===== src/rtl/phase_unwrap.sv =====
// rtl/phase_unwrap.sv - wrapped-angle unwrapper with decimated phase-difference output (optional PHASE_UNWRAP_SAT_EN)
module phase_unwrap #(
    parameter int ACC_WIDTH = 32,
    parameter int DECIM     = 4
) (
    input  logic                 clk,
    input  logic                 rst_n,
    input  logic                 clear,
    input  logic                 sink_valid,
    input  logic [15:0]          sink_phase,
    output logic                 source_valid,
    output logic [ACC_WIDTH-1:0] source_phase,
    output logic [ACC_WIDTH-1:0] source_freq
);

    localparam int CNT_W = (DECIM > 1) ? $clog2(DECIM) : 1;
    localparam logic [CNT_W-1:0] CNT_LAST = CNT_W'(DECIM - 1);
    localparam logic signed [16:0] PI     = 17'sd25736;
    localparam logic signed [16:0] TWO_PI = 17'sd51472;

    typedef enum logic {EMPTY, RUN} state_t;

    state_t                state;
    state_t                state_next;
    logic                  take_delta;
    logic [15:0]           prev;
    logic signed [16:0]    d_raw;
    logic signed [16:0]    d_wrap;
    logic [ACC_WIDTH-1:0]  d1;
    logic                  v1;
    logic [ACC_WIDTH-1:0]  acc;
    logic [ACC_WIDTH-1:0]  sum;
    logic [CNT_W-1:0]      cnt;
    logic [ACC_WIDTH-1:0]  acc_n;
    logic [ACC_WIDTH-1:0]  sum_n;

`ifdef PHASE_UNWRAP_SAT_EN
    localparam logic [ACC_WIDTH-1:0] ACC_MAX = {1'b0, {(ACC_WIDTH-1){1'b1}}};
    localparam logic [ACC_WIDTH-1:0] ACC_MIN = {1'b1, {(ACC_WIDTH-1){1'b0}}};
    logic                  acc_sat;
    logic                  acc_sat_n;
    logic [ACC_WIDTH:0]    acc_wide;
    logic [ACC_WIDTH:0]    sum_wide;
`endif

    // Reference-sample FSM register
    always_ff @(posedge clk or negedge rst_n) begin
        if (!rst_n) begin
            state <= EMPTY;
        end else begin
            state <= state_next;
        end
    end

    // Next state: clear drops history but a coincident sample becomes the new reference
    always_comb begin
        state_next = state;
        take_delta = 1'b0;
        if (clear) begin
            state_next = sink_valid ? RUN : EMPTY;
        end else if (sink_valid) begin
            state_next = RUN;
            take_delta = (state == RUN);
        end
    end

    // Wrapped difference folded back into [-pi, +pi]; exactly +/-pi is left alone
    always_comb begin
        d_raw  = $signed({sink_phase[15], sink_phase}) - $signed({prev[15], prev});
        d_wrap = d_raw;
        if (d_raw > PI) begin
            d_wrap = d_raw - TWO_PI;
        end else if (d_raw < -PI) begin
            d_wrap = d_raw + TWO_PI;
        end
    end

    // Stage 1: latch reference and the folded delta
    always_ff @(posedge clk or negedge rst_n) begin
        if (!rst_n) begin
            prev <= '0;
            d1   <= '0;
            v1   <= 1'b0;
        end else begin
            if (sink_valid) begin
                prev <= sink_phase;
            end
            if (take_delta) begin
                d1 <= {{(ACC_WIDTH-17){d_wrap[16]}}, d_wrap};
            end
            v1 <= take_delta && !clear;
        end
    end

    // Next accumulator and window-sum values (modular or saturating)
    always_comb begin
`ifdef PHASE_UNWRAP_SAT_EN
        acc_wide  = {acc[ACC_WIDTH-1], acc} + {d1[ACC_WIDTH-1], d1};
        sum_wide  = {sum[ACC_WIDTH-1], sum} + {d1[ACC_WIDTH-1], d1};
        acc_sat_n = acc_sat;
        if (acc_sat) begin
            acc_n = acc;
        end else if (acc_wide[ACC_WIDTH] != acc_wide[ACC_WIDTH-1]) begin
            acc_n     = acc_wide[ACC_WIDTH] ? ACC_MIN : ACC_MAX;
            acc_sat_n = 1'b1;
        end else begin
            acc_n = acc_wide[ACC_WIDTH-1:0];
        end
        if (sum_wide[ACC_WIDTH] != sum_wide[ACC_WIDTH-1]) begin
            sum_n = sum_wide[ACC_WIDTH] ? ACC_MIN : ACC_MAX;
        end else begin
            sum_n = sum_wide[ACC_WIDTH-1:0];
        end
`else
        acc_n = acc + d1;
        sum_n = sum + d1;
`endif
    end

    // Stage 2: accumulate, and publish every DECIM-th delta
    always_ff @(posedge clk or negedge rst_n) begin
        if (!rst_n) begin
            acc          <= '0;
            sum          <= '0;
            cnt          <= '0;
            source_valid <= 1'b0;
            source_phase <= '0;
            source_freq  <= '0;
        end else if (clear) begin
            acc          <= '0;
            sum          <= '0;
            cnt          <= '0;
            source_valid <= 1'b0;
        end else begin
            source_valid <= 1'b0;
            if (v1) begin
                acc <= acc_n;
                if (cnt == CNT_LAST) begin
                    source_phase <= acc_n;
                    source_freq  <= sum_n;
                    source_valid <= 1'b1;
                    sum          <= '0;
                    cnt          <= '0;
                end else begin
                    sum <= sum_n;
                    cnt <= cnt + 1'b1;
                end
            end
        end
    end

`ifdef PHASE_UNWRAP_SAT_EN
    // Sticky saturation flag, released only by reset or clear
    always_ff @(posedge clk or negedge rst_n) begin
        if (!rst_n) begin
            acc_sat <= 1'b0;
        end else if (clear) begin
            acc_sat <= 1'b0;
        end else if (v1) begin
            acc_sat <= acc_sat_n;
        end
    end
`endif

endmodule


===== config.mk =====
export PLATFORM = sky130hd
export DESIGN_NAME = phase_unwrap
export DESIGN_NICKNAME = d
export VERILOG_FILES = /design/src/rtl/phase_unwrap.sv
export SDC_FILE = /design/constraint.sdc
export NUM_CORES = 1
export LEC_CHECK = 0
export BUFFER_PORTS_ARGS = -buffer_cell sky130_fd_sc_hd__buf_2
export CORE_MARGIN = 2
export CORE_UTILIZATION = 55
export CTS_CLUSTER_SIZE = 40
export DETAILED_ROUTE_END_ITERATION = 6
export GPL_ROUTABILITY_DRIVEN = 0
export PLACE_DENSITY = 0.84
export SLEW_MARGIN = 15
export SYNTH_ARGS = -nofsm -noshare
export SYNTH_HDL_FRONTEND = slang
export SYNTH_SLANG_ARGS = --single-unit

===== constraint.sdc =====
create_clock -name clk -period 3.85 [get_ports clk]
set_input_delay 0.1925 -clock clk [delete_from_list [all_inputs] [get_ports clk]]
set_output_delay 0.1925 -clock clk [all_outputs]
set_load 0.005 [all_outputs]

; Word level (Yosys, flattened, before mapping)
; Index checks and enable logic that the tools add are counted.
[word_totals]
ff_bits = 166
in_bits = 20
elab_cells = 43
[classes]
add_sub_neg = 6
n_lt_le_gt_ge = 2
eq_ne = 1
muxes = 18
bitwise = 1
n_reduce_logical = 5
[op_table]
columns = op, n
row1 = $mux W32, 5
row2 = $add A32 B32 Y32, 2
row3 = $mux W17, 2
row4 = $add A17 B17 Y17 const B, 1
row5 = $gt A17 B16 Y1 const B, 1
row6 = $lt A17 B16 Y1 const B, 1
row7 = $sub A16 B16 Y17, 1
row8 = $sub A17 B17 Y17 const B, 1
row9 = $mux W1, 8
row10 = $mux W2, 3
row11 = $reduce_bool A2 Y1, 2
row12 = $reduce_and A3 Y1, 1
row13 = $add A2 B1 Y2 const B, 1
row14 = $eq A2 B2 Y1 const B, 1
row15 = $logic_and A1 B1 Y1, 1
row16 = $logic_not A1 Y1, 1
row17 = $not A1 Y1, 1

; Logic depth before layout (Yosys ltp)
[depth]
depth_word = 4
ltp_mapped = 15
depth_no_buf = 15

; Least setup slack after synthesis
; No wires, ideal clock.
[synth_path]
kind = reg2reg
from = register prev[0]
to = register d1[9]
setup_time_ps = 126
arrival_time_ps = 3441
setup_slack_ps = 283
path_stages_with_launch = 15
path_buffers = 0
cell_sequence = dfrtp_1 > ha_1 > fa_1 > nand2b_1 > a21oi_1 > xnor2_1 > ha_1 > nand4_1 > or2_2 > o2111ai_1 > nand4_1 > a31oi_2 > nor2_2 > a22o_1 > a221o_1
[synth_via]
elab_chain_cells = 4
elab_cells_between_ends = 7
[synth_rtl]
columns = item, line
row1 = "start, declared", 26  ; logic [15:0] prev;
row2 = "start signal, assigned", 86  ; prev <= sink_phase;
row3 = $sub A16 B16 Y17 (*), 69  ; d_raw = $signed({sink_phase[15], sink_phase}) - $signed({prev[15], prev});
row4 = $add A17 B17 Y17 / $lt A17 B16 Y1 (equally long branches), "74, 73"
row5 = $mux W17, 73  ; end else if (d_raw < -PI) begin
row6 = $mux W17 (*), 71  ; if (d_raw > PI) begin
row7 = "end signal, assigned", 89  ; d1 <= {{(ACC_WIDTH-17){d_wrap[16]}}, d_wrap};
row8 = "end, declared", 29  ; logic [ACC_WIDTH-1:0] d1;
; Mark *: on every way between the ends. The rest lies on a longest branch, timed or not.
; A chain may end at the register's enable or synchronous reset.

; Worst setup path in the final report
[layout_path]
from = register prev[0]
to = register d1[13]
; Same word-level chain as after synthesis.

==> results.md <==
* Yosys cell types at 82
* Final Hold Viols at 0
* Placed insts at 1517
* Final worst-path cycle share at 0.9419
* Critical path type: flip-flop to flip-flop
* Max-slew violation count at 0
* Total GRT Usage at 0.2505
* Die area at 21030 sq um
* Cell Area, Placed at 11630 sq um
* PwrDens at 531.7 nW/um^2
* Ranking of synthesized cells by area: dfrtp_1 38%, ha_1 9.3%, nand2_1 5.9%
* FP Rows at 51
* Final-stage net count at 1388
* Syn-to-layout area delta at 12.84%
* Longest Clk Path Bufs at 2
* Clock sinks at 166
* First-pass GRT wire length at 43830 um
* Critical path fanouts, max at 6
* Finished Cell Area at 12340 sq um
* Port buffer count at 84
* Tightest Pin Transition at 1009 ps
* Clock skew at 9.039 ps
* Residual DRC at 0
* Largest net degree at the start of global routing at 100
* Worst slack at placement at 87.28 ps
* Synthesized flop and latch total at 166
* Fmax at 275.8 MHz
* HPWL after detailed placement at 18120 um
* Status: completed
* EDFF count, synth at 0
* # diodes at 0
* Die Y at 145.0 um
* Post-synth ARST share at 1.000
* Setup crit start: prev[0]
* Critical Path RT at 4220 ps
* Root buffer cell: clkbuf_16
* CTS buffer count at 17
* Grt ovf at 0
* Share of layout cells above drive strength 1 at 0.1426
* Starting DRT DRC Count at 637
* Vias in the first global route at 9119
* Non-filler instance count after layout at 1562
* Via count at 9262
* Syn Area/Cell at 9.101 sq um
* Ports at 85
* Initial antenna violation count at 0
* Synthesized netlist cell count at 1202
* Worst-path clk slew at 60 ps
* Final antenna-violating net count at 0
* Per-cell routed wire length at 16.37 um
* Total of max-cap violations at 0
* Synth cell count leaders: 173 x nand2_1, 166 x dfrtp_1, 81 x ha_1, 81 x o21ai_0, 77 x a21oi_1
* Worst Setup Slack, final at 223.6 ps
* # H-tree levels at 4
* Share of the synthesized area in the top cell type at 0.3797
* WP data arrival at 3990 ps
* Max-slew headroom at 0.3267
* Area leader, netlist: dfrtp_1
* Leak pwr at 6.255 nW
* Syn nets at 1306
* Worst r2r src: prev[0]
* Post-synth design cell area at 10940 sq um
* Core area at 19460 sq um
* Hold Crit Class: input pin to flip-flop
* Vias/cell at 5.930
* Crit end category: flip-flop
* Register area share after synthesis at 0.3797
* Worst skew pair latency at 430 ps
* Final setup TNS at 0 ps
* DRT Wirelength at 25570 um
* # setup viols final at 0
* CTS tree: built
* Count leader, synth: nand2_1
* Initial Util at 0.5621
* Synth warnings at 0
* Most used flip-flop cell after synthesis: dfrtp_1
* Hold_sp: sink_phase[10]
* Pre-antenna DRT Iters at 6
* Die width at 145.0 um
* Tightest hold margin at 7.249 ps
* Fin util at 0.6343
* Fin crit period at 3626 ps
* Total power after layout at 6.563 mW
* Worst Setup Start Kind: flip-flop
* VDD IR max at 0.4001 mV
[metal layers]
layer,vias to the layer above,wire length [um],global-route usage
met5,-,0,0
met3,44,1192,0.03962
met2,276,12390,0.4248
li1,4514,-,-
met1,4428,11350,0.3266
met4,0,642,0.08861
[what timing repair did]
item,CTS,global route
hold buffers,12,0
resized for setup,0,7
hold endpoints to repair,109,0
setup buffers,0,1
setup endpoints to repair,0,17
[worst paths after layout]
kind / end / slack [ps] / depth (start not counted)
min in group asynchronous: acc[22] / 390 / 2
setup reg to reg: d1[13] / 220 / 15
max in group asynchronous: source_freq[14] / 2610 / 3
setup / recovery: d1[13] / 220 / 15
hold / removal: prev[10] / 7 / 3
hold reg to reg: source_phase[24] / 470 / 2
[cell families (layout without fill, tap and decap cells)]
kind of cell | count (synthesis) | after routing | synth area share
adder cells (fa/ha/maj) | 84 | 84 | 0.09814
AND/OR/NAND/NOR | 375 | 375 | 0.1562
flip-flops | 166 | 166 | 0.3797
XOR/XNOR | 64 | 64 | 0.05319
multiplexers | 46 | 46 | 0.04461
buffers and inverters | 101 | 196 | 0.03706
AO/OA/AOI/OAI | 366 | 366 | 0.2310
[state kept, by name, indices dropped and copies added (netlist names), 2 cells and up]
signal and count:
d1 17, sum 32, acc 32, prev 16
cnt 2, source_freq 32, source_phase 32
[worst max-delay path, stage by stage, from the launching register on]
cell and delay (ps):
dfrtp_1 380, ha_1 210, fa_1 390, nand2b_1 200
a21oi_2 230, xnor2_2 160, ha_1 200, nand4_1 90
or2_2 280, o2111ai_1 200, nand4_1 210, a31oi_4 270
buf_4 190, nor3_1 60, or3_1 410, nand3_1 90
[cell type report]
cell class / count / area, sq um
fillers: 1598 / 7118
flip-flops and latches: 166 / 4154
well taps: 265 / 331.6
inverters: 48 / 180.2
clock inverters: 15 / 121.4
multi-input cells: 935 / 6422
clock buffers: 17 / 425.4
repair buffers: 116 / 709.4
[cells in the final DEF (no fill, tap or decap), types with 8 or more instances in the layout]
master	instances
dlygate4sd3_1	12
a211oi_1	18
nor3_1	19
mux2i_1	24
a21o_1	45
nor2_1	74
and2_1	10
mux2_2	22
inv_1	45
xor2_1	20
xnor2_1	40
nand2b_1	10
dfrtp_1	166
ha_1	80
nand3_1	27
buf_4	19
a22o_1	28
nand4_1	11
buf_2	83
a21oi_1	76
o31ai_1	12
clkbuf_16	17
o21ai_0	81
nor2b_1	12
nand2_1	172
o21bai_1	13
or3_1	8
o21a_1	13
[report_power, final]
| part | switching [mW] | leakage, nW | internal (mW) |
|---|---|---|---|
| sequential | 0.194 | 2.24 | 1.92 |
| clock | 0.759 | 0.265 | 0.841 |
| combinational | 1.73 | 3.75 | 1.13 |
| total | 2.68 | 6.26 | 3.88 |
Note: power is estimated with default switching activity, not from simulation.
